--- config.mk ---
export PLATFORM = sky130hd
export DESIGN_NAME = sync_fifo_param
export DESIGN_NICKNAME = d
export VERILOG_FILES = /design/src/rtl/fifo_pkg.sv /design/src/rtl/fifo_ram.sv /design/src/rtl/sync_fifo_param.sv
export SDC_FILE = /design/constraint.sdc
export NUM_CORES = 1
export LEC_CHECK = 0
export ABC_AREA = 1
export BUFFER_PORTS_ARGS = -buffer_cell sky130_fd_sc_hd__buf_2
export CORE_MARGIN = 3
export CORE_UTILIZATION = 45
export CTS_BUF_LIST = sky130_fd_sc_hd__clkbuf_4 sky130_fd_sc_hd__clkbuf_8
export DETAILED_ROUTE_END_ITERATION = 10
export HOLD_SLACK_MARGIN = 0.03
export PLACE_DENSITY = 0.65
export SYNTH_ARGS = -nofsm -noshare
export SYNTH_HDL_FRONTEND = slang
export SYNTH_SLANG_ARGS = --single-unit
--- constraint.sdc ---
create_clock -name clk -period 4.4 [get_ports clk]
set_clock_uncertainty 0.2 [all_clocks]
set_input_delay 0.88 -clock clk [delete_from_list [all_inputs] [get_ports clk]]
set_output_delay 0.88 -clock clk [all_outputs]
set_load 0.02 [all_outputs]
--- src/rtl/fifo_pkg.sv ---
// Shared types and helpers for the parametrised synchronous FIFO family.
package fifo_pkg;

    // Pointer width needed to address `depth` entries.
    function automatic int ptr_w(input int depth);
        return $clog2(depth);
    endfunction

    // Status bundle for arbiter-side consumers that want all flags at once.
    typedef struct packed {
        logic full;
        logic empty;
        logic almost_full;
        logic almost_empty;
        logic overflow;
        logic underflow;
    } fifo_status_t;

endpackage : fifo_pkg

--- src/rtl/fifo_ram.sv ---
// WIDTH x DEPTH simple dual-port storage: synchronous write, asynchronous read.
module fifo_ram
    import fifo_pkg::*;
#(
    parameter int WIDTH = 32,
    parameter int DEPTH = 4
) (
    input  logic                      clk,
    input  logic                      we,
    input  logic [ptr_w(DEPTH)-1:0]   waddr,
    input  logic [WIDTH-1:0]          wdata,
    input  logic [ptr_w(DEPTH)-1:0]   raddr,
    output logic [WIDTH-1:0]          rdata
);

    logic [WIDTH-1:0] mem [DEPTH];

    // Write port: store the word on an accepted write.
    // NOTE: the storage array has no reset; contents are only meaningful between
    // the pointers, and leaving it unreset lets it map onto RAM primitives.
    always_ff @(posedge clk) begin
        if (we) begin
            mem[waddr] <= wdata;
        end
    end

    assign rdata = mem[raddr];

endmodule : fifo_ram

--- src/rtl/sync_fifo_param.sv ---
// Parametrised single-clock FIFO with occupancy count, threshold flags,
// optional first-word-fall-through output, flush and sticky error flags.
module sync_fifo_param
    import fifo_pkg::*;
#(
    parameter int WIDTH     = 32,
    parameter int DEPTH     = 4,
    parameter int AF_THRESH = 3,
    parameter int AE_THRESH = 1,
    parameter int FWFT      = 0
) (
    input  logic                         clk,
    input  logic                         reset,
    input  logic                         flush,
    input  logic [WIDTH-1:0]             din,
    input  logic                         wr_en,
    input  logic                         rd_en,
    output logic [WIDTH-1:0]             dout,
    output logic                         full,
    output logic                         empty,
    output logic                         almost_full,
    output logic                         almost_empty,
    output logic [$clog2(DEPTH+1)-1:0]   count,
    output logic                         overflow,
    output logic                         underflow
);

    localparam int PW = ptr_w(DEPTH);
    localparam int CW = $clog2(DEPTH + 1);

    logic [PW-1:0]    wr_ptr_q, wr_ptr_d;
    logic [PW-1:0]    rd_ptr_q, rd_ptr_d;
    logic [CW-1:0]    count_q, count_d;
    logic             overflow_q, overflow_d;
    logic             underflow_q, underflow_d;
    logic [WIDTH-1:0] dout_q, dout_d;

    logic             rd_acc, wr_acc, ram_we;
    logic [WIDTH-1:0] ram_rdata;
    fifo_status_t     status;

    // Pointers wrap explicitly at DEPTH-1 so non-power-of-two depths work.
    function automatic logic [PW-1:0] ptr_inc(input logic [PW-1:0] p);
        return (p == PW'(DEPTH - 1)) ? '0 : p + PW'(1);
    endfunction

    // Storage: writes are suppressed while reset or flush take priority.
    assign ram_we = wr_acc && !flush && !reset;

    fifo_ram #(
        .WIDTH (WIDTH),
        .DEPTH (DEPTH)
    ) u_ram (
        .clk   (clk),
        .we    (ram_we),
        .waddr (wr_ptr_q),
        .wdata (din),
        .raddr (rd_ptr_q),
        .rdata (ram_rdata)
    );

    // Flag decode from the registered count plus the sticky error flags.
    always_comb begin
        status.full         = (count_q == CW'(DEPTH));
        status.empty        = (count_q == '0);
        status.almost_full  = (count_q >= CW'(AF_THRESH));
        status.almost_empty = (count_q <= CW'(AE_THRESH));
        status.overflow     = overflow_q;
        status.underflow    = underflow_q;
    end

    // Accept logic: a write while full is allowed only alongside an accepted read.
    assign rd_acc = rd_en && !status.empty;
    assign wr_acc = wr_en && (!status.full || rd_acc);

    // Next-state for pointers, count, error flags and registered output.
    // NOTE: every _d is first given its hold value so no path leaves it
    // unassigned, which would otherwise infer a latch.
    always_comb begin
        wr_ptr_d    = wr_ptr_q;
        rd_ptr_d    = rd_ptr_q;
        count_d     = count_q;
        overflow_d  = overflow_q;
        underflow_d = underflow_q;
        dout_d      = dout_q;

        if (flush) begin
            wr_ptr_d    = '0;
            rd_ptr_d    = '0;
            count_d     = '0;
            overflow_d  = 1'b0;
            underflow_d = 1'b0;
            dout_d      = '0;
        end else begin
            if (wr_acc) begin
                wr_ptr_d = ptr_inc(wr_ptr_q);
            end
            if (rd_acc) begin
                rd_ptr_d = ptr_inc(rd_ptr_q);
                dout_d   = ram_rdata;
            end
            case ({wr_acc, rd_acc})
                2'b10:   count_d = count_q + CW'(1);
                2'b01:   count_d = count_q - CW'(1);
                default: count_d = count_q;
            endcase
            if (wr_en && !wr_acc) begin
                overflow_d = 1'b1;
            end
            if (rd_en && !rd_acc) begin
                underflow_d = 1'b1;
            end
        end
    end

    // State registers with synchronous reset overriding everything else.
    // NOTE: sequential state uses non-blocking assignments so all flops
    // sample their inputs from the same pre-edge values.
    always_ff @(posedge clk) begin
        if (reset) begin
            wr_ptr_q    <= '0;
            rd_ptr_q    <= '0;
            count_q     <= '0;
            overflow_q  <= 1'b0;
            underflow_q <= 1'b0;
            dout_q      <= '0;
        end else begin
            wr_ptr_q    <= wr_ptr_d;
            rd_ptr_q    <= rd_ptr_d;
            count_q     <= count_d;
            overflow_q  <= overflow_d;
            underflow_q <= underflow_d;
            dout_q      <= dout_d;
        end
    end

    // Output data: head word shown directly in FWFT mode (zero while empty),
    // otherwise the word captured on the last accepted read.
    generate
        if (FWFT != 0) begin : g_fwft
            assign dout = status.empty ? '0 : ram_rdata;
        end else begin : g_reg
            assign dout = dout_q;
        end
    endgenerate

    assign full         = status.full;
    assign empty        = status.empty;
    assign almost_full  = status.almost_full;
    assign almost_empty = status.almost_empty;
    assign overflow     = status.overflow;
    assign underflow    = status.underflow;
    assign count        = count_q;

endmodule : sync_fifo_param

After elaboration in Yosys (flattened, before gate mapping)
Memories as Yosys holds them, arrays and structs flattened. A register that Yosys moved wholly into a read port is not among the register bits.
Cells that the tools add are included.

storage, ports and cells
  register bits after elaboration = 9
  bits in writable memories = 128
  bits of input ports = 37
  memories kept = 1

operators by class
  add/subtract/negate cells = 4
  $lt $le $gt $ge = 2
  equality and inequality tests = 5
  multiplexer cells = 5
  reduce and logical (&&, ||, !) cells = 16

memory list
  name       words  bits a word  rd ports  clocked after memory_dff  write ports  line            source
  u_ram.mem  4      32           1         1                         1            fifo_ram.sv:16  logic [WIDTH-1:0] mem [DEPTH];

operator list
  operator             number
  $eq 2x2->1 const B   3
  $logic_and 1x1->1    6
  $logic_not 1->1      6
  $pmux 3 s2           1
  $add 2x1->2 const B  2
  $mux 2               2
  $add 3x1->3 const B  1
  $eq 3x3->1 const B   1
  $ge 3x2->1 const B   1
  $le 3x1->1 const B   1
  $logic_not 3->1      1
  $sub 3x1->3 const B  1
  $eq 2x1->1 const B   1
  $mux 1               2
  $reduce_bool 2->1    1
  $reduce_or 2->1      1
  $logic_or 1x1->1     1

Depth between registers and ports, before layout
Gate-level depths: netlist of run 1.

  word-level depth = 9
  mapped depth = 9
  gate-level depth less buffers = 9

Cells and area by module
From an unflattened synthesis of run 1, not the netlist that was laid out.

unflattened totals
  cells, all modules = 728
  area, all modules = 7114.3 sq um

modules (own cells, without submodules)
  module           times used  cells each  area each (sq um)  seq. area each (sq um)
  fifo_ram         1           509         5437.7             3843.7
  sync_fifo_param  1           219         1676.6             820.8

Least setup slack after synthesis of run 1
Ideal clock, no wire load.

  path type = input-to-reg
  start = input flush
  end = memory u_ram.mem[0][0], enable pin
  library setup time = 0.421 ns
  data arrival time = 2.791 ns
  data required time = 3.779 ns
  setup slack = 0.987 ns
  stages = 4
  path through = nor2_1 > clkbuf_1 > nand3_1 > nor2_1

between the ends
  word-level cells in the longest chain between the ends = 5

RTL lines
  what                             line                   source
  start, declared                  sync_fifo_param.sv:14  input logic flush,
  $logic_not 1->1                  sync_fifo_param.sv:48  assign ram_we = wr_acc && !flush && !reset;
  $logic_and 1x1->1 (2 in series)  sync_fifo_param.sv:48
  $mux 1                           fifo_ram.sv:22         if (we) begin
  $mux 1 (implied by the code)     fifo_ram.sv:23         mem[waddr] <= wdata;
  end, declared                    fifo_ram.sv:16

No other way between the ends.

Worst setup path after layout of run 1
  start = input flush
  end = memory u_ram.mem[3][19], enable pin

Same word-level chain as after synthesis.

==> flow_summary.html, run 1 <==
<table>
<tr><th>Metric</th><th>Value</th></tr>
<tr><th colspan="2">Setup path</th></tr>
<tr><td>Worst setup path class</td><td>in2reg</td></tr>
<tr><td>Launch point of the worst path</td><td>flush</td></tr>
<tr><td>Critical Path AT</td><td>2.67 ns</td></tr>
<tr><td>Type of element launching the critical path</td><td>input pin</td></tr>
<tr><td>Critical register-to-register path startpoint</td><td>count[0]$_SDFFE_PP0P_</td></tr>
<tr><td>Maximum fanout along the worst path</td><td>32</td></tr>
<tr><td>Endpoint kind of the worst setup timing path</td><td>register</td></tr>
<tr><td>Largest incremental delay on the critical path</td><td>0.55 ns</td></tr>
<tr><td>Internal reg-to-reg setup slack</td><td>1.85 ns</td></tr>
<tr><td>Slowest CP cell</td><td>sky130_fd_sc_hd__nor2_1</td></tr>
<tr><td>Worst Path Required</td><td>4.29 ns</td></tr>
<tr><td>Ordered list of cells on the worst path</td><td>buf_2 &gt; nor2_1 &gt; nand3_1 &gt; nor2_4 &gt; buf_4</td></tr>
<tr><th colspan="2">Power and ir drop</th></tr>
<tr><td>Internal power contribution</td><td>approximately 2500 uW</td></tr>
<tr><td>Switching part of the total</td><td>between 20% and 30%</td></tr>
<tr><td>Part of the total power dissipated in sequential elements</td><td>55.8%</td></tr>
<tr><td>P_leak</td><td>~0.0031 uW</td></tr>
<tr><td>Worst vdd ir</td><td>between 150 and 200 uV</td></tr>
<tr><td>Net switching component of the power</td><td>between 600 and 700 uW</td></tr>
<tr><td>Portion of total power attributed to combinational logic</td><td>7.4%</td></tr>
<tr><td>Power per unit of standard cell area</td><td>between 400 and 500 nW/um^2</td></tr>
<tr><td>Share of power burned in the clock network</td><td>a little under two fifths</td></tr>
<tr><th colspan="2">Final layout</th></tr>
<tr><td>Count of antenna diodes in the layout</td><td>0</td></tr>
<tr><td>Nets@finish</td><td>a little over 700</td></tr>
<tr><td>Layout cell share with drive strength beyond 1</td><td>18.1%</td></tr>
<tr><td>Area growth from synthesis to layout</td><td>14.6%</td></tr>
<tr><th colspan="2">Outcome</th></tr>
<tr><td>Status</td><td>finished clean</td></tr>
<tr><th colspan="2">Yosys</th></tr>
<tr><td>Number of distinct standard cells referenced by the synthesized netlist</td><td>19</td></tr>
<tr><td>Avg Synthesized Cell Area</td><td>between 10 and 15 sq um</td></tr>
<tr><td>Syn nets</td><td>approximately 650</td></tr>
<tr><td>Async set-or-reset flop fraction in the synthesized netlist</td><td>0%</td></tr>
<tr><td>Synthesized instance count</td><td>~610</td></tr>
<tr><td>Synthesis Warnings</td><td>0</td></tr>
<tr><td>Proportion of synthesized chip area in sequential cells</td><td>between 60% and 70%</td></tr>
<tr><td>Largest cells by area after synthesis</td><td>sky130_fd_sc_hd__edfxtp_1 58%, sky130_fd_sc_hd__dfxtp_1 12%, sky130_fd_sc_hd__nor2_1 10%</td></tr>
<tr><td>Register bit count reported by yosys</td><td>~170</td></tr>
<tr><td>Number of enable-type register cells in the synthesized netlist</td><td>between 100 and 150</td></tr>
<tr><td>Yosys top cell area share</td><td>between 50% and 60%</td></tr>
<tr><td>Post-synthesis cell type with the largest combined area</td><td>sky130_fd_sc_hd__edfxtp_1</td></tr>
<tr><td>Syn Std Cell Area</td><td>approximately 6700 sq um</td></tr>
<tr><td>Commonest register cell after synthesis</td><td>sky130_fd_sc_hd__edfxtp_1</td></tr>
<tr><td>Top post-synthesis cells by count</td><td>180 x sky130_fd_sc_hd__nor2_1, 128 x sky130_fd_sc_hd__edfxtp_1, 69 x sky130_fd_sc_hd__o21ai_0</td></tr>
<tr><td>Cell with the most instances after synthesis</td><td>sky130_fd_sc_hd__nor2_1</td></tr>
<tr><th colspan="2">Drt</th></tr>
<tr><td>Via density per instance</td><td>about 5.0</td></tr>
<tr><td>Via count</td><td>about 4.3k</td></tr>
<tr><td>Overall routed net length</td><td>~13,000 microns</td></tr>
<tr><td>DRC Markers</td><td>0</td></tr>
<tr><td>Average routed wire per standard cell</td><td>roughly 15 microns</td></tr>
<tr><td>Remaining number of nets flagged by the antenna check after routing</td><td>0</td></tr>
<tr><td>Drt pass-1 iters</td><td>5</td></tr>
<tr><td>Initial DRC Count</td><td>~400</td></tr>
<tr><th colspan="2">Clock network</th></tr>
<tr><td>Number of cells upsized or downsized after cts</td><td>0</td></tr>
<tr><td>Clock tree from TritonCTS</td><td>yes</td></tr>
<tr><td>Number of buffers on the longest clock path</td><td>2</td></tr>
<tr><td>H-tree depth</td><td>4</td></tr>
<tr><td>Latest clock arrival within the worst-skew pair</td><td>roughly 0.45 ns</td></tr>
<tr><td>Hold buffer count at CTS</td><td>0</td></tr>
<tr><td>CTS Buf Count</td><td>17</td></tr>
<tr><td>Clock transition at the register clock pins on the worst setup and hold paths after CTS</td><td>~0.07 ns</td></tr>
<tr><td>Clock root buffer</td><td>sky130_fd_sc_hd__clkbuf_8</td></tr>
<tr><td>Number of setup buffers added after CTS</td><td>0</td></tr>
<tr><td>Clk sinks</td><td>approximately 170</td></tr>
<tr><th colspan="2">Die</th></tr>
<tr><td>Overall die width</td><td>~130 microns</td></tr>
<tr><td>Std-Cell Core Area</td><td>between 10,000 and 15,000 sq um</td></tr>
<tr><td>Die extent in y</td><td>about 130 microns</td></tr>
<tr><td>I/O pins</td><td>just under 80</td></tr>
<tr><td>Area of the die</td><td>about 16,000 sq um</td></tr>
<tr><td>Initial cell density of the core</td><td>approximately 47%</td></tr>
<tr><td>Number of rows created at floorplan</td><td>43</td></tr>
<tr><th colspan="2">Global route</th></tr>
<tr><td>Overflow after GRT</td><td>0</td></tr>
<tr><td>GR Util All Layers</td><td>between 10% and 20%</td></tr>
<tr><td>Vias in the first global route</td><td>4,206</td></tr>
<tr><td>Antenna violations before repair</td><td>0</td></tr>
<tr><td>Maximum number of pins on one net before global-route repair</td><td>68</td></tr>
<tr><td>First-pass GRT wire length</td><td>20,900 microns</td></tr>
<tr><th colspan="2">Hold path</th></tr>
<tr><td>Worst hold path class</td><td>reg2reg</td></tr>
<tr><td>Hold wc startpoint</td><td>underflow$_SDFFE_PP0P_</td></tr>
<tr><th colspan="2">STA</th></tr>
<tr><td>Fin. max-slew vios</td><td>0</td></tr>
<tr><td>Final hold violations</td><td>0</td></tr>
<tr><td>RSZ-0062 raised after global routing</td><td>false</td></tr>
<tr><td>Peak Freq</td><td>around 360 MHz</td></tr>
<tr><td>Slack of the critical path</td><td>between 1.5 and 2 ns</td></tr>
<tr><td>Post-route clock period utilization</td><td>63.2%</td></tr>
<tr><td>Tightest Pin Transition</td><td>approximately 1.1 ns</td></tr>
<tr><td>Final Critical Period</td><td>~2.8 ns</td></tr>
<tr><td>Setup violations, final</td><td>0</td></tr>
<tr><td>Final setup TNS</td><td>0 ns</td></tr>
<tr><td>Worst-case headroom to the max-slew limit</td><td>26.7%</td></tr>
<tr><th colspan="2">Run</th></tr>
<tr><td>Max-capacitance violation count</td><td>0</td></tr>
<tr><th colspan="2">Placement</th></tr>
<tr><td>Worst slack at placement</td><td>about 1.2 ns</td></tr>
<tr><td>Number of port buffers</td><td>77</td></tr>
<tr><td>Post-detail-place hpwl</td><td>approximately 7500 microns</td></tr>
<tr><td>Final GP Congestion</td><td>a little over 0.8</td></tr>
</table>
power groups by stage:
stage | logic (uW) | registers [uW] | clock network, uW
6_report | 232 | 1750 | 1160
5_1_grt | 265 | 1760 | 1250
4_1_cts | 236 | 1750 | 1190
3_5_place_dp | 235 | 1790 | 0
3_3_place_gp | 228 | 1790 | 0
2_1_floorplan | 139 | 1810 | 0
metrics by stage:
stage	total power, uW	hold WS (ns)	util, %	area, sq um	instances
3_3_place_gp	2020	0.252	50.9	7230	838
2_1_floorplan	1940	0.291	-	6680	606
3_5_place_dp	2030	0.257	50.9	7230	838
5_1_grt	3280	0.289	53.9	7650	870
6_report	3140	0.270	53.9	7650	870
4_1_cts	3170	0.276	53.9	7650	870
worst max-delay path: cells and delay by family:
| family | cells | cell delay [ns] |
|---|---|---|
| AND/OR/NAND/NOR | 3 | 1.21 |
| buffers and inverters | 2 | 0.55 |
state kept, by name, summed over array words and instances, names as in the netlist:
signal and count:
count 3, wr_ptr_q 2, underflow 1, rd_ptr_q 2
u_ram.mem 128, dout 32, overflow 1
layer usage:
metal | part of all wire, % | vias to the layer above | wire (microns) | track usage, %
li1 | - | 2176 | - | -
met5 | 0 | - | 0 | 0
met2 | 49 | 79 | 6260 | 26.2
met1 | 45 | 2051 | 5780 | 21.4
met3 | 4.4 | 14 | 567 | 4.71
met4 | 1.5 | 0 | 194 | 6.68
worst paths after layout:
kind                           endpoint  cells after the start
max          u_ram.mem[3][19]$_DFFE_PP_                      5
min              underflow$_SDFFE_PP0P_                      1
max reg2reg  u_ram.mem[3][19]$_DFFE_PP_                      6
min reg2reg      underflow$_SDFFE_PP0P_                      1
layout make-up:
| class | instances | area, sq um |
|---|---|---|
| Fill cell | 1216 | 6550 |
| Sequential cell | 169 | 4670 |
| Multi-Input combinational cell | 354 | 1690 |
| Timing Repair Buffer | 84 | 450 |
| Clock buffer | 25 | 313 |
| Tap cell | 180 | 225 |
| Inverter | 51 | 191 |
| Clock inverter | 7 | 116 |
kinds of logic (layout without fill, tap and decap cells):
family / Yosys count / in the layout / synth area share (%)
buf+inv: 83 / 167 / 5.28
fa+ha+maj: 10 / 10 / 1.87
compound gates: 109 / 109 / 9.61
simple gates: 235 / 235 / 13.4
flops: 169 / 169 / 69.8
cells in the final DEF (no fill, tap or decap), drive strengths merged:
cell / synthesis / final
nand2: 46 / 46
buf: 18 / 84
nand3: 8 / 8
bufinv: 0 / 3
o21a: 2 / 2
inv: 51 / 51
o21ai: 69 / 69
edfxtp: 128 / 128
nor2: 180 / 180
clkinvlp: 0 / 1
clkinv: 0 / 3
o211ai: 32 / 32
nand4: 1 / 1
dfxtp: 41 / 41
clkbuf: 14 / 25
a21oi: 6 / 6
ha: 10 / 10
Note: power is estimated with default switching activity, not from simulation.
==> inputs of run 2 (changes only) <==
Settings changed: PLACE_DENSITY 0.65 to 0.68.
Clock period 4.4 ns to 2.3 ns, I/O delays scaled along.
==> flow_summary.html, run 2 (synthesis results as in run 1) <==
<table>
<tr><th>Metric</th><th>Value</th></tr>
<tr><th colspan="2">Die</th></tr>
<tr><td>Number of rows created at floorplan</td><td>43 (unchanged)</td></tr>
<tr><td>I/O pins</td><td>78 (unchanged)</td></tr>
<tr><td>Area of the die</td><td>16,300 sq um (unchanged)</td></tr>
<tr><td>Overall die width</td><td>128 microns (unchanged)</td></tr>
<tr><td>Initial cell density of the core</td><td>47.0% (unchanged)</td></tr>
<tr><td>Die extent in y</td><td>128 microns (unchanged)</td></tr>
<tr><td>Std-Cell Core Area</td><td>14,200 sq um (unchanged)</td></tr>
<tr><th colspan="2">STA</th></tr>
<tr><td>Setup violations, final</td><td>0 (unchanged)</td></tr>
<tr><td>Final hold violations</td><td>0 (unchanged)</td></tr>
<tr><td>Tightest Pin Transition</td><td>0.673 ns (-0.425 ns)</td></tr>
<tr><td>Worst-case headroom to the max-slew limit</td><td>55.1% (+28 points)</td></tr>
<tr><td>Post-route clock period utilization</td><td>a little over nine tenths</td></tr>
<tr><td>RSZ-0062 raised after global routing</td><td>false</td></tr>
<tr><td>Slack of the critical path</td><td>0.120 ns (-1.50 ns)</td></tr>
<tr><td>Final Critical Period</td><td>roughly 2.2 ns</td></tr>
<tr><td>Peak Freq</td><td>around 460 MHz</td></tr>
<tr><td>Fin. max-slew vios</td><td>0 (unchanged)</td></tr>
<tr><td>Final setup TNS</td><td>0 ns (unchanged)</td></tr>
<tr><th colspan="2">Global route</th></tr>
<tr><td>Maximum number of pins on one net before global-route repair</td><td>67 (-1.5%)</td></tr>
<tr><td>Global-route layer with the greatest usage</td><td>met2</td></tr>
<tr><td>GR Util All Layers</td><td>17.5% (+1.0 points)</td></tr>
<tr><td>Antenna violations before repair</td><td>0 (unchanged)</td></tr>
<tr><td>Vias in the first global route</td><td>4,502 (+7.0%)</td></tr>
<tr><td>Global-route met3 utilization</td><td>4.00% (-0.71 points)</td></tr>
<tr><td>Met2 usage</td><td>29.1% (+2.9 points)</td></tr>
<tr><td>Overflow after GRT</td><td>0 (unchanged)</td></tr>
<tr><td>First-pass GRT wire length</td><td>22,300 microns (+6.6%)</td></tr>
<tr><td>Met1 layer usage reported by global route</td><td>22.1% (+0.76 points)</td></tr>
<tr><th colspan="2">Final layout</th></tr>
<tr><td>Number of flip-flops in the largest register</td><td>128 (unchanged)</td></tr>
<tr><td>Commonest non-fill, non-tap cell in the layout</td><td>sky130_fd_sc_hd__nor2_1</td></tr>
<tr><td>Count of antenna diodes in the layout</td><td>0 (unchanged)</td></tr>
<tr><td>Register with the highest flop count</td><td>u_ram.mem</td></tr>
<tr><td>Layout cell share with drive strength beyond 1</td><td>19.0% (+0.90 points)</td></tr>
<tr><td>Area growth from synthesis to layout</td><td>21.6%</td></tr>
<tr><td>Post-Layout Cell Count</td><td>911 (+4.7%)</td></tr>
<tr><td>Commonest cells after routing, fill and taps aside</td><td>176 x sky130_fd_sc_hd__nor2_1, 128 x sky130_fd_sc_hd__edfxtp_1, 77 x sky130_fd_sc_hd__buf_2</td></tr>
<tr><td>Nets@finish</td><td>765 (+5.7%)</td></tr>
<tr><th colspan="2">Setup path</th></tr>
<tr><td>Critical register-to-register path startpoint</td><td>count[0]$_SDFFE_PP0P_</td></tr>
<tr><td>Critical Path AT</td><td>1.52 ns (-1.15 ns)</td></tr>
<tr><td>Type of element launching the critical path</td><td>register</td></tr>
<tr><td>Worst setup path class</td><td>reg2out</td></tr>
<tr><td>Worst Path Required</td><td>1.64 ns (-2.65 ns)</td></tr>
<tr><td>Endpoint kind of the worst setup timing path</td><td>primary output</td></tr>
<tr><td>Maximum fanout along the worst path</td><td>6 (-81%)</td></tr>
<tr><td>Internal reg-to-reg setup slack</td><td>0.31 ns (-1.54 ns)</td></tr>
<tr><td>Number of cell instances on the worst register-to-register path</td><td>6 (unchanged)</td></tr>
<tr><td>Reg-to-Reg End</td><td>u_ram.mem[0][14]$_DFFE_PP_</td></tr>
<tr><th colspan="2">Clock network</th></tr>
<tr><td>Clock transition at the register clock pins on the worst setup and hold paths after CTS</td><td>0.08 ns (about the same)</td></tr>
<tr><td>CTS Buf Count</td><td>17 (unchanged)</td></tr>
<tr><td>Latest clock arrival within the worst-skew pair</td><td>0.45 ns (about the same)</td></tr>
<tr><td>Number of buffers on the longest clock path</td><td>2 (unchanged)</td></tr>
<tr><td>H-tree depth</td><td>4 (unchanged)</td></tr>
<tr><td>Clock root buffer</td><td>sky130_fd_sc_hd__clkbuf_8</td></tr>
<tr><td>Clock tree from TritonCTS</td><td>yes</td></tr>
<tr><td>Clk sinks</td><td>169 (unchanged)</td></tr>
<tr><th colspan="2">Drt</th></tr>
<tr><td>Via count</td><td>4,549 (+5.3%)</td></tr>
<tr><td>DRC Markers</td><td>0 (unchanged)</td></tr>
<tr><td>Remaining number of nets flagged by the antenna check after routing</td><td>0 (unchanged)</td></tr>
<tr><td>Overall routed net length</td><td>13,700 microns (+7.2%)</td></tr>
<tr><td>Drt pass-1 iters</td><td>5 (unchanged)</td></tr>
<tr><td>Average routed wire per standard cell</td><td>15.1 microns (+2.4%)</td></tr>
<tr><td>Initial DRC Count</td><td>285 (-30%)</td></tr>
<tr><td>Via density per instance</td><td>4.99 (+0.56%)</td></tr>
<tr><th colspan="2">Outcome</th></tr>
<tr><td>Status</td><td>finished clean</td></tr>
<tr><th colspan="2">Power and ir drop</th></tr>
<tr><td>Worst vdd ir</td><td>494 uV (+150%)</td></tr>
<tr><td>P_leak</td><td>0.00327 uW (+6.3%)</td></tr>
<tr><td>Power per unit of standard cell area</td><td>745 nW/um^2 (+81%)</td></tr>
<tr><td>Total Power Consumption</td><td>6050 uW (+92%)</td></tr>
<tr><th colspan="2">Hold path</th></tr>
<tr><td>Hold wc startpoint</td><td>rd_en</td></tr>
<tr><td>Worst hold path class</td><td>in2reg</td></tr>
<tr><td>Worst hold path stage count</td><td>3 (+2)</td></tr>
<tr><td>Worst hold path endpoint</td><td>rd_ptr_q[0]$_SDFFE_PP0P_</td></tr>
<tr><th colspan="2">Placement</th></tr>
<tr><td>Number of port buffers</td><td>77 (unchanged)</td></tr>
<tr><td>Final GP Congestion</td><td>0.742 (-8.7%)</td></tr>
<tr><td>Worst slack at placement</td><td>0.209 ns (-0.957 ns)</td></tr>
<tr><td>Number of cells in the design after placement</td><td>847 (+1.1%)</td></tr>
<tr><td>Post-detail-place hpwl</td><td>8400 microns (+12%)</td></tr>
<tr><th colspan="2">Run</th></tr>
<tr><td>Max-capacitance violation count</td><td>0 (unchanged)</td></tr>
</table>
[run 2: cell types whose count changed in the layout (fill, tap and decap cells not counted), sizes merged]
cell | previous run | this run
buf | 84 | 93
clkinv | 3 | 5
dlygate4sd3 | 0 | 32
clkbuf | 25 | 21
inv | 51 | 53
[run 2: cell type report]
type                    instances  area, sq um
inverters                      51          191
flip-flops and latches        169         4670
well taps                     180          225
fillers                      1192         6080
repair buffers                125          901
clock inverters                11          144
clock buffers                  21          270
multi-input cells             354         1720
[run 2: through the flow]
step / hold WS (ns) / utilization (%) / area, sq um
global placement: 0.248 / 51.9 / 7370
CTS: 0.138 / 57.1 / 8110
floorplan: 0.291 / - / 6720
global route: 0.191 / 57.2 / 8120
finish: 0.181 / 57.2 / 8120
detailed placement: 0.249 / 51.9 / 7370
[run 2: worst max path at each step]
| stage | start | endpoint | slack, ns | depth (start not counted) |
|---|---|---|---|---|
| 3_3_place_gp | count[0]$_SDFFE_PP0P_ | u_ram.mem[0][5]$_DFFE_PP_ | 0.29 | 6 |
| 2_1_floorplan | count[0]$_SDFFE_PP0P_ | u_ram.mem[0][0]$_DFFE_PP_ | 0.05 | 5 |
| 6_report | count[0]$_SDFFE_PP0P_ | empty | 0.12 | 5 |
| 3_5_place_dp | count[0]$_SDFFE_PP0P_ | u_ram.mem[0][5]$_DFFE_PP_ | 0.21 | 6 |
| 5_1_grt | count[0]$_SDFFE_PP0P_ | empty | 0.008 | 5 |
| 4_1_cts | count[2]$_SDFFE_PP0P_ | almost_full | 0.02 | 5 |
[run 2: worst max-delay path, cell delays in order, from the launching register on]
cell and delay [ns]:
sky130_fd_sc_hd__dfxtp_2 0.34, sky130_fd_sc_hd__inv_1 0.18, sky130_fd_sc_hd__ha_4 0.20, sky130_fd_sc_hd__nand2_1 0.12
sky130_fd_sc_hd__inv_1 0.07, sky130_fd_sc_hd__buf_2 0.15
[run 2: per-layer routing]
layer  wire (microns)  vias to the layer above  share of wire (%)
li1                 -                     2262                  -
met1             6090                     2151                 44
met2             6690                      117                 49
met3              712                       19                5.2
met4              240                        0                1.7
met5                0                        -                  0
[run 2: repair_timing]
item | in CTS | in global routing
resized for setup | 1 | 2
buffers inserted | 0 | 0
setup endpoints to repair | 1 | 2
gates cloned | 0 | 0
hold buffers | 32 | 0
endpoints found under the hold margin | 126 | 0
[run 2: where the power goes]
| group | leakage [uW] | total, uW | switching, uW | internal, uW |
|---|---|---|---|---|
| Sequential | 0.00149 | 3360 | 26.0 | 3330 |
| Combinational | 0.00156 | 511 | 319 | 192 |
| Clock | 0.000215 | 2180 | 1040 | 1140 |
| Total | 0.00327 | 6050 | 1380 | 4660 |
==> inputs of run 3 (changes only) <==
Settings changed: PLACE_DENSITY 0.68 to 0.65.
Clock period 2.3 ns to 2.65 ns, I/O delays scaled along.
==> flow_summary.html, run 3 (synthesis results as in run 1) <==
<table>
<tr><th>Metric</th><th>Value</th></tr>
<tr><th colspan="2">Setup path</th></tr>
<tr><td>Gate family responsible for the most delay along the worst path</td><td>buffers and inverters</td></tr>
<tr><td>Launch point of the worst path</td><td>count[0]$_SDFFE_PP0P_</td></tr>
<tr><td>Worst Path Required</td><td>1.92 ns (+0.28 ns)</td></tr>
<tr><td>Endpoint kind of the worst setup timing path</td><td>primary output</td></tr>
<tr><td>Worst setup path class</td><td>reg2out</td></tr>
<tr><td>Most frequent CP cell</td><td>sky130_fd_sc_hd__inv_1</td></tr>
<tr><td>Worst path bufs/invs</td><td>3 (unchanged)</td></tr>
<tr><td>Number of cell instances on the worst register-to-register path</td><td>6 (unchanged)</td></tr>
<tr><td>Slowest CP cell</td><td>sky130_fd_sc_hd__dfxtp_1</td></tr>
<tr><td>Reg-to-Reg End</td><td>u_ram.mem[2][31]$_DFFE_PP_</td></tr>
<tr><td>Internal reg-to-reg setup slack</td><td>0.35 ns (+0.04 ns)</td></tr>
<tr><td>Total stage count of the critical path</td><td>5 (unchanged)</td></tr>
<tr><td>CP endpoint</td><td>empty</td></tr>
<tr><td>Maximum fanout along the worst path</td><td>6 (unchanged)</td></tr>
<tr><td>Critical register-to-register path startpoint</td><td>count[0]$_SDFFE_PP0P_</td></tr>
<tr><td>Type of element launching the critical path</td><td>register</td></tr>
<tr><td>Ordered list of cells on the worst path</td><td>inv_1 &gt; ha_1 &gt; nand2_1 &gt; inv_1 &gt; buf_2</td></tr>
<tr><td>Critical Path AT</td><td>1.63 ns (+0.11 ns)</td></tr>
<tr><td>Largest incremental delay on the critical path</td><td>0.35 ns (about the same)</td></tr>
<tr><th colspan="2">STA</th></tr>
<tr><td>Final Critical Period</td><td>about 2.4 ns</td></tr>
<tr><td>Slack of the critical path</td><td>0.285 ns (+0.165 ns)</td></tr>
<tr><td>Tightest Pin Transition</td><td>0.415 ns (-0.259 ns)</td></tr>
<tr><td>Final hold violations</td><td>0 (unchanged)</td></tr>
<tr><td>Final setup TNS</td><td>0 ns (unchanged)</td></tr>
<tr><td>Setup violations, final</td><td>0 (unchanged)</td></tr>
<tr><td>Post-route clock period utilization</td><td>approximately nine tenths</td></tr>
<tr><td>RSZ-0062 raised after global routing</td><td>false</td></tr>
<tr><td>Peak Freq</td><td>roughly 420 MHz</td></tr>
<tr><td>Worst-case headroom to the max-slew limit</td><td>72.4% (+17 points)</td></tr>
<tr><td>Fin. max-slew vios</td><td>0 (unchanged)</td></tr>
<tr><th colspan="2">Clock network</th></tr>
<tr><td>Number of buffers on the longest clock path</td><td>2 (unchanged)</td></tr>
<tr><td>Clock tree from TritonCTS</td><td>yes</td></tr>
<tr><td>Clk sinks</td><td>169 (unchanged)</td></tr>
<tr><td>CTS Buf Count</td><td>17 (unchanged)</td></tr>
<tr><td>Latest clock arrival within the worst-skew pair</td><td>0.44 ns (about the same)</td></tr>
<tr><td>H-tree depth</td><td>4 (unchanged)</td></tr>
<tr><td>Clock transition at the register clock pins on the worst setup and hold paths after CTS</td><td>0.08 ns (about the same)</td></tr>
<tr><td>Clock root buffer</td><td>sky130_fd_sc_hd__clkbuf_8</td></tr>
<tr><th colspan="2">Placement</th></tr>
<tr><td>Post-detail-place hpwl</td><td>8380 microns (-0.27%)</td></tr>
<tr><td>Number of port buffers</td><td>77 (unchanged)</td></tr>
<tr><td>Number of cells in the design after placement</td><td>847 (unchanged)</td></tr>
<tr><td>Final GP Congestion</td><td>0.809 (+9.0%)</td></tr>
<tr><td>DP Area</td><td>7330 sq um (-0.54%)</td></tr>
<tr><td>Worst slack at placement</td><td>0.159 ns (-0.0495 ns)</td></tr>
<tr><th colspan="2">Drt</th></tr>
<tr><td>Via count</td><td>4,485 (-1.4%)</td></tr>
<tr><td>DRC Markers</td><td>0 (unchanged)</td></tr>
<tr><td>Initial DRC Count</td><td>294 (+3.2%)</td></tr>
<tr><td>Overall routed net length</td><td>13,700 microns (-0.16%)</td></tr>
<tr><td>Remaining number of nets flagged by the antenna check after routing</td><td>0 (unchanged)</td></tr>
<tr><td>Drt pass-1 iters</td><td>5 (unchanged)</td></tr>
<tr><td>Via density per instance</td><td>5.08 (+1.7%)</td></tr>
<tr><td>Average routed wire per standard cell</td><td>15.5 microns (+3.0%)</td></tr>
<tr><th colspan="2">Final layout</th></tr>
<tr><td>Commonest non-fill, non-tap cell in the layout</td><td>sky130_fd_sc_hd__nor2_1</td></tr>
<tr><td>Layout cell share with drive strength beyond 1</td><td>19.6% (+0.62 points)</td></tr>
<tr><td>Count of antenna diodes in the layout</td><td>0 (unchanged)</td></tr>
<tr><td>Fin area</td><td>7820 sq um (-3.7%)</td></tr>
<tr><td>Area growth from synthesis to layout</td><td>17.0%</td></tr>
<tr><td>Nets@finish</td><td>737 (-3.7%)</td></tr>
<tr><td>Number of flip-flops in the largest register</td><td>128 (unchanged)</td></tr>
<tr><td>Post-Layout Cell Count</td><td>883 (-3.1%)</td></tr>
<tr><td>Commonest cells after routing, fill and taps aside</td><td>176 x sky130_fd_sc_hd__nor2_1, 128 x sky130_fd_sc_hd__edfxtp_1, 77 x sky130_fd_sc_hd__buf_2</td></tr>
<tr><td>Register with the highest flop count</td><td>u_ram.mem</td></tr>
<tr><td>Core utilization of the finished layout</td><td>55.0% (-2.1 points)</td></tr>
<tr><th colspan="2">Global route</th></tr>
<tr><td>Vias in the first global route</td><td>4,352 (-3.3%)</td></tr>
<tr><td>GR Util All Layers</td><td>17.4% (-0.12 points)</td></tr>
<tr><td>Maximum number of pins on one net before global-route repair</td><td>67 (unchanged)</td></tr>
<tr><td>Antenna violations before repair</td><td>0 (unchanged)</td></tr>
<tr><td>Overflow after GRT</td><td>0 (unchanged)</td></tr>
<tr><td>First-pass GRT wire length</td><td>22,000 microns (-1.1%)</td></tr>
<tr><th colspan="2">Die</th></tr>
<tr><td>Die extent in y</td><td>128 microns (unchanged)</td></tr>
<tr><td>I/O pins</td><td>78 (unchanged)</td></tr>
<tr><td>Number of rows created at floorplan</td><td>43 (unchanged)</td></tr>
<tr><td>Initial cell density of the core</td><td>47.0% (unchanged)</td></tr>
<tr><td>Area of the die</td><td>16,300 sq um (unchanged)</td></tr>
<tr><td>Std-Cell Core Area</td><td>14,200 sq um (unchanged)</td></tr>
<tr><td>Overall die width</td><td>128 microns (unchanged)</td></tr>
<tr><th colspan="2">Power and ir drop</th></tr>
<tr><td>Power per unit of standard cell area</td><td>681 nW/um^2 (-8.6%)</td></tr>
<tr><td>Worst vdd ir</td><td>313 uV (-37%)</td></tr>
<tr><td>P_leak</td><td>0.00316 uW (-3.3%)</td></tr>
<tr><th colspan="2">Outcome</th></tr>
<tr><td>Status</td><td>finished clean</td></tr>
<tr><th colspan="2">Hold path</th></tr>
<tr><td>Worst hold path class</td><td>in2reg</td></tr>
<tr><th colspan="2">Run</th></tr>
<tr><td>Max-capacitance violation count</td><td>0 (unchanged)</td></tr>
</table>
[run 3: report_power, final]
| part | switching [uW] | internal, uW |
|---|---|---|
| logic | 272 | 130 |
| clock network | 892 | 1110 |
| registers | 20.3 | 2890 |
| total | 1190 | 4130 |
[run 3: final cells by class]
class,count,area (sq um)
Clock buffer,21,283
Clock inverter,11,166
Fill cell,1226,6390
Timing Repair Buffer,97,586
Tap cell,180,225
Multi-Input combinational cell,354,1700
Inverter,51,191
Sequential cell,169,4670
[run 3: worst min path at each step]
stage / slack (ns) / from / end / cells past startpoint
detailed placement: 0.27 / overflow$_SDFFE_PP0P_ / overflow$_SDFFE_PP0P_ / 1
floorplan: 0.29 / wr_ptr_q[1]$_SDFFE_PP0P_ / wr_ptr_q[1]$_SDFFE_PP0P_ / 2
CTS: 0.06 / din[23] / u_ram.mem[0][23]$_DFFE_PP_ / 1
global placement: 0.25 / underflow$_SDFFE_PP0P_ / underflow$_SDFFE_PP0P_ / 1
global route: 0.05 / din[23] / u_ram.mem[0][23]$_DFFE_PP_ / 1
finish: 0.1 / din[14] / u_ram.mem[0][14]$_DFFE_PP_ / 1
[run 3: repair_timing]
item                       CTS  global route
hold buffers                 0             0
setup endpoints to repair    0            12
setup buffers                0             4
resized for setup            0             1
[run 3: routing by layer]
metal  wire length, microns  global-route usage (%)  part of all wire [%]  vias up
met3                    639                    3.96                   4.7        9
met1                   6450                    23.1                    47     2159
met2                   6470                    28.3                    47      110
met5                      0                       0                     0        -
met4                    144                    5.74                   1.1        0
li1                       -                       -                     -     2207
[run 3: stage by stage]
| stage | hold WS (ns) | total power [uW] |
|---|---|---|
| 3_5_place_dp | 0.270 | 3380 |
| 6_report | 0.0994 | 5320 |
| 5_1_grt | 0.0534 | 5540 |
| 4_1_cts | 0.0643 | 5380 |
| 3_3_place_gp | 0.251 | 3360 |
| 2_1_floorplan | 0.291 | 3230 |
